File: src/rtl/rbc_counter.sv
// Up/down counter whose state is held both as binary and as Reflected Binary (Gray) code.
// Loads arrive in Gray code; every output comes straight from a flop.
module rbc_counter #(
    parameter int p_WIDTH = 4,
    parameter int p_WRAP  = 1
) (
    input  logic               iw_clk,
    input  logic               iw_rst,
    input  logic               iw_en,
    input  logic               iw_up,
    input  logic               iw_load,
    input  logic [p_WIDTH-1:0] iwv_load_rbc,
    output logic [p_WIDTH-1:0] owv_rbc,
    output logic [p_WIDTH-1:0] owv_bin,
    output logic               ow_tc,
    output logic               ow_wrap
);

    localparam logic [p_WIDTH-1:0] lp_one = p_WIDTH'(1);
    localparam logic [p_WIDTH-1:0] lp_max = {p_WIDTH{1'b1}};

    logic [p_WIDTH-1:0] bin_q, bin_d;
    logic [p_WIDTH-1:0] rbc_q, rbc_d;
    logic               tc_q, tc_d;
    logic               wrap_q, wrap_d;
    logic [p_WIDTH-1:0] load_bin;

    // Each binary bit is the XOR of all Gray bits from the MSB down to it.
    genvar gi;
    generate
        for (gi = 0; gi < p_WIDTH; gi++) begin : g_load_decode
            assign load_bin[gi] = ^iwv_load_rbc[p_WIDTH-1:gi];
        end
    endgenerate

    always_comb begin
        bin_d  = bin_q;
        wrap_d = 1'b0;
        if (iw_load) begin
            bin_d = load_bin;
        end else if (iw_en) begin
            if (iw_up) begin
                if (bin_q != lp_max) begin
                    bin_d = bin_q + lp_one;
                end else if (p_WRAP != 0) begin
                    bin_d  = '0;
                    wrap_d = 1'b1;
                end
            end else begin
                if (bin_q != '0) begin
                    bin_d = bin_q - lp_one;
                end else if (p_WRAP != 0) begin
                    bin_d  = lp_max;
                    wrap_d = 1'b1;
                end
            end
        end
        rbc_d = bin_d ^ (bin_d >> 1);
        if (iw_load) begin
            rbc_d = iwv_load_rbc;
        end
        // Terminal count looks at where the state is going, in the direction requested now.
        tc_d = iw_up ? (bin_d == lp_max) : (bin_d == '0);
    end

    always_ff @(posedge iw_clk) begin
        if (iw_rst) begin
            bin_q  <= '0;
            rbc_q  <= '0;
            tc_q   <= 1'b0;
            wrap_q <= 1'b0;
        end else begin
            bin_q  <= bin_d;
            rbc_q  <= rbc_d;
            tc_q   <= tc_d;
            wrap_q <= wrap_d;
        end
    end

    assign owv_bin = bin_q;
    assign owv_rbc = rbc_q;
    assign ow_tc   = tc_q;
    assign ow_wrap = wrap_q;

endmodule
File: config.mk
export PLATFORM = sky130hd
export DESIGN_NAME = rbc_counter
export DESIGN_NICKNAME = d
export VERILOG_FILES = /design/src/rtl/rbc_counter.sv
export SDC_FILE = /design/constraint.sdc
export NUM_CORES = 1
export LEC_CHECK = 0
export CORE_MARGIN = 5
export CORE_UTILIZATION = 26
export CTS_CLUSTER_SIZE = 25
export DETAILED_ROUTE_END_ITERATION = 16
export PLACE_DENSITY = 0.53
export SETUP_SLACK_MARGIN = 0.05
export SLEW_MARGIN = 20
export SYNTH_ARGS = -nofsm -noshare
export SYNTH_HDL_FRONTEND = slang
export SYNTH_SLANG_ARGS = --single-unit
export TNS_END_PERCENT = 30
File: constraint.sdc
create_clock -name iw_clk -period 5.4 [get_ports iw_clk]
set_clock_uncertainty 0.2 [all_clocks]
set_input_delay 1.08 -clock iw_clk [delete_from_list [all_inputs] [get_ports iw_clk]]
set_output_delay 1.08 -clock iw_clk [all_outputs]
set_load 0.01 [all_outputs]
## Yosys cells after proc, flatten, opt, wreduce, memory -nomap -nowiden

Index checks and enable logic that the tools add are counted.

- Logic and storage cells: 26
- Output and inout bits: 10
- Flip-flop bits (word level): 10
- Input bits: 9

- Reductions and logical operators: 6
- Bitwise operators: 2
- Add/sub/neg operators: 2
- Equal/unequal tests: 2
- Multiplexer cells: 10

Operator list:

| kind | number |
|---|---|
| 4-bit 2-to-1 mux | 6 |
| 4-bit by 1-bit adder with 4-bit output, second input constant | 1 |
| 4-bit == test, second input constant | 1 |
| 4-bit zero test | 1 |
| 1-bit 2-to-1 mux | 4 |
| 4-bit != test, second input constant | 1 |
| 4-bit nonzero test | 1 |
| 4-bit parity | 1 |
| 4-bit by 1-bit subtractor with 4-bit output, second input constant | 1 |
| 4-bit by 3-bit bitwise XOR with 4-bit output | 1 |
| 3-bit OR reduction | 1 |
| 3-bit parity | 1 |
| 2-bit parity | 1 |
| 1-bit NOT | 1 |

## Longest topological paths before layout

- Word-level depth: 7
- Gate-level depth with buffers: 9
- Depth with buffers taken out: 9

## Least setup slack after synthesis

OpenSTA, ideal clock, no wires.

- Path kind: input to register
- From: input iw_up
- To: register rbc_q[2], in the netlist owv_rbc[2]
- Path buffers: 1
- Arrival time: 2.510 ns
- Setup slack: 2.562 ns
- Setup time: 0.127 ns
- Required time: 5.073 ns
- Stages: 8
- Cell sequence: buf_6 -> or4b_4 -> nand3_1 -> a211oi_2 -> or2_1 -> ha_1 -> mux2i_1 -> nor2_1

- Cells in the longest elaborated chain, start to end: 5

Ends and longest elaborated chain:

| what | RTL line | source |
|---|---|---|
| start: declaration | 10 | `input logic iw_up,` |
| 4-bit 2-to-1 mux | 42 | `if (iw_up) begin` |
| 4-bit 2-to-1 mux | 41 | `end else if (iw_en) begin` |
| 4-bit 2-to-1 mux | 39 | `if (iw_load) begin` |
| 4-bit by 3-bit bitwise XOR with 4-bit output | 58 | `rbc_d = bin_d ^ (bin_d >> 1);` |
| 4-bit 2-to-1 mux | 59 | `if (iw_load) begin` |
| end signal: assignment | 74 | `rbc_q <= rbc_d;` |
| end: declaration | 23 | `logic [p_WIDTH-1:0] rbc_q, rbc_d;` |

Every way passes these cells.
A chain may end at the register's enable or synchronous reset.

## Worst setup path in the final report

Same ends and word-level chain as after synthesis.

==> results.toml <==
[route]
drt-pass1-iter-count = 4
drt-vias-per-instance = 4.98
via_count = 617
final_antenna_net_count = 0
first_iter_violations = 14
remaining_drc_errors = 0
drt-total-wl_mm = 1.60
avgRoutedWirePerCell_um = 12.9

[die]
fp.dieW_um = 62.1
dieHeight_um = 62.1
io-pin-count = 19
initial_utilization_pct = 27.7
floorplan.core_area_um2 = 2540
floorplan.die_area_um2 = 3860
num_rows = 18

[final_layout]
design_area_um2 = 905
layout-drive-gt1-share_pct = 12.8
stdcell_count = 124
num_antenna_cells = 0
design.final.nets = 110
area.growth.synth_to_final_pct = 28.2

[global_route]
first_pass_grt_wire_length_mm = 2.58
grtUsageTotal_pct = 9.16
grt_pass1_vias = 596
maximum_number_of_pins_on_one_net_before_global_route_repair = 14
grt_antenna_before_repair = 0
grt-ovfl-total = 0

[sta]
report.final.hold_viol_count = 0
post_route_setup_tns_ns = 0
grt_setup_unrepaired = "no"
relative_slew_margins_pct = 64.4
post-route-period-util_pct = 60.4
max_slew.worst_pin.slew_ns = 0.533
final_max_slew_viol_count = 0
max_clock_freq_mhz = 307
setup_violations = 0
finalCriticalPeriod_ns = 3.26

[clocking]
clock_tree_from_tritoncts = "yes"
clock_tree.htree_level_count = 1
post_cts_resize_count = 0
cts_root_buffer = "sky130_fd_sc_hd__clkbuf_4"
cts.path.max_buffers = 2
clock_latency_on_the_worst_skew_pair_ns = 0.26
post_cts_clock_slew_at_the_launch_and_capture_registers_of_the_worst_setup_and_hold_paths_ns = 0.06
clock_sinks = 9
postCtsSetupRepairBufs = 0
cts_inserted_buffers = 3
hold_buffers = 0

[setup_path]
endpoint_kind = "flip-flop"
critical_path.startpoint_type = "primary input"
worstPathMaxFanout = 9
path_class = "primary input to flip-flop"
timing.critical_path.arrival_ns = 3.20
worst-endpoint-required_ns = 5.34
timing.reg2reg.setup_slack_ns = 3.00

[job]
timing.max_cap.violations = 0

[place]
post_dp_cell_area_um2 = 878
placedCellCount = 120
port_buffers = 18
post-dp-hpwl_mm = 1.27
place_congestion = 0.791

[hold_path]
min_path_type = "flip-flop to flip-flop"

[logic_synthesis]
synth-warning-count = 0
netlist-cell-type-count = 35
syn_area_um2 = 706
ys_seq_area_share_pct = 25.5
post_synth_inst_count = 78
ys_dominant_reg_cell = "sky130_fd_sc_hd__dfxtp_1"
synth_enable_flop_cells = 0
postSynthAreaPerCell_um2 = 9.05
postSynth.asyncResetShare_pct = 0
syn_nets = 93
synth.ff_latch_count = 9

[pwr]
p_per_area_nw_per_um2 = 237
total_leakage_power_nw = 0.380
vdd.ir_drop.worst_mv = 0.104

[run_status]
outcome = "completed"
-- metrics by stage --
stage          setup WS, ns  power, W  hold slack (ns)  utilization, %
2_1_floorplan          2.56  0.000135            0.372               -
3_3_place_gp           1.90  0.000163            0.405            34.5
3_5_place_dp           1.89  0.000164            0.414            34.5
4_1_cts                2.16  0.000217            0.422            35.5
5_1_grt                2.06  0.000230            0.447            35.5
6_report               2.14  0.000215            0.418            35.5
-- synth_stat cells (2+ instances only) --
cell type                  instances  area share, %
sky130_fd_sc_hd__a21oi_1           3            2.1
sky130_fd_sc_hd__a21oi_2           2            2.5
sky130_fd_sc_hd__buf_4             2            2.1
sky130_fd_sc_hd__buf_6             2            3.2
sky130_fd_sc_hd__clkbuf_1          2            1.1
sky130_fd_sc_hd__dfxtp_1           9             26
sky130_fd_sc_hd__ha_1              6             11
sky130_fd_sc_hd__inv_1             7            3.7
sky130_fd_sc_hd__mux2i_1           3            4.3
sky130_fd_sc_hd__nand2_1           5            2.7
sky130_fd_sc_hd__nand3_1           2            1.4
sky130_fd_sc_hd__nor2_1            8            4.3
sky130_fd_sc_hd__nor3_1            2            1.4
sky130_fd_sc_hd__o21a_1            3            3.2
sky130_fd_sc_hd__xnor2_1           2            2.5
-- power breakdown --
| part | internal (W) | total, W | switching [W] |
|---|---|---|---|
| combinational | 0.0000437 | 0.0000808 | 0.0000371 |
| clock | 0.0000285 | 0.0000530 | 0.0000245 |
| sequential | 0.0000727 | 0.0000808 | 0.00000808 |
-- cells in the final DEF (no fill, tap or decap) --
| cell | count |
|---|---|
| sky130_fd_sc_hd__nand3_1 | 2 |
| sky130_fd_sc_hd__a41o_1 | 1 |
| sky130_fd_sc_hd__clkdlybuf4s50_1 | 18 |
| sky130_fd_sc_hd__nor2_1 | 8 |
| sky130_fd_sc_hd__xor3_1 | 1 |
| sky130_fd_sc_hd__xnor2_1 | 2 |
| sky130_fd_sc_hd__o31a_1 | 1 |
| sky130_fd_sc_hd__nand2_1 | 5 |
| sky130_fd_sc_hd__nor2_2 | 1 |
| sky130_fd_sc_hd__a21boi_1 | 1 |
| sky130_fd_sc_hd__nand4_1 | 1 |
| sky130_fd_sc_hd__o21a_1 | 3 |
| sky130_fd_sc_hd__o31ai_1 | 1 |
| sky130_fd_sc_hd__a211oi_2 | 1 |
| sky130_fd_sc_hd__clkbuf_1 | 1 |
| sky130_fd_sc_hd__mux2i_1 | 3 |
| sky130_fd_sc_hd__a311o_1 | 1 |
| sky130_fd_sc_hd__or4_1 | 1 |
| sky130_fd_sc_hd__or2_1 | 1 |
| sky130_fd_sc_hd__nor2b_1 | 1 |
| sky130_fd_sc_hd__nor3_1 | 2 |
| sky130_fd_sc_hd__o31ai_2 | 1 |
| sky130_fd_sc_hd__a21oi_2 | 2 |
| sky130_fd_sc_hd__a311oi_2 | 1 |
| sky130_fd_sc_hd__nand3b_1 | 1 |
| sky130_fd_sc_hd__inv_1 | 7 |
| sky130_fd_sc_hd__ha_1 | 6 |
| sky130_fd_sc_hd__dfxtp_1 | 9 |
| sky130_fd_sc_hd__or4b_4 | 1 |
| sky130_fd_sc_hd__mux2_4 | 1 |
| sky130_fd_sc_hd__clkbuf_4 | 3 |
| sky130_fd_sc_hd__a21oi_1 | 3 |
| sky130_fd_sc_hd__xor2_1 | 1 |
| sky130_fd_sc_hd__and3b_4 | 1 |
| sky130_fd_sc_hd__and4b_1 | 1 |
-- path summary, 6_finish.rpt --
path         cells past startpoint    endpoint  startpoint
max                              8  owv_rbc[2]       iw_up
min                              2     ow_wrap  owv_bin[2]
max reg2reg                      9  owv_rbc[2]  owv_bin[0]
min reg2reg                      2     ow_wrap  owv_bin[2]
-- logic make-up (layout without fill, tap and decap cells) --
group / after synthesis / after routing / share of synthesized area, %
compound gates: 16 / 16 / 19.7
simple gates: 26 / 26 / 20.6
mux: 4 / 4 / 6.38
xor+xnor: 4 / 4 / 7.09
flops: 9 / 9 / 25.5
buf+inv: 13 / 29 / 10.1
fa+ha+maj: 6 / 6 / 10.6
-- state kept, by name, summed over array words and instances, names as in the netlist --
register	flops
owv_bin	4
ow_wrap	1
ow_tc	1
owv_rbc	3
-- final cells by class --
type	count	area, µm²
clock buffer	4	26.3
fill	283	1640
inverter	7	26.3
multi-input combinational	56	454
sequential	9	180
tap	30	37.5
timing repair buffer	18	180
-- per-layer routing --
metal  wire, µm  vias up  global-route usage [%]
li1           -      307                       -
met1        775      284                    11.8
met2        665       20                    13.2
met3        123        6                    4.13
met4         34        0                    3.94
met5          0        -                       0
-- critical path: stages --
cell,delay [ns]
sky130_fd_sc_hd__clkdlybuf4s50_1,0.60
sky130_fd_sc_hd__or4b_4,0.59
sky130_fd_sc_hd__nand3_1,0.12
sky130_fd_sc_hd__a211oi_2,0.07
sky130_fd_sc_hd__or2_1,0.25
sky130_fd_sc_hd__ha_1,0.30
sky130_fd_sc_hd__mux2i_1,0.13
sky130_fd_sc_hd__nor2_1,0.05
No activity file was read; power rests on OpenSTA's default activity.
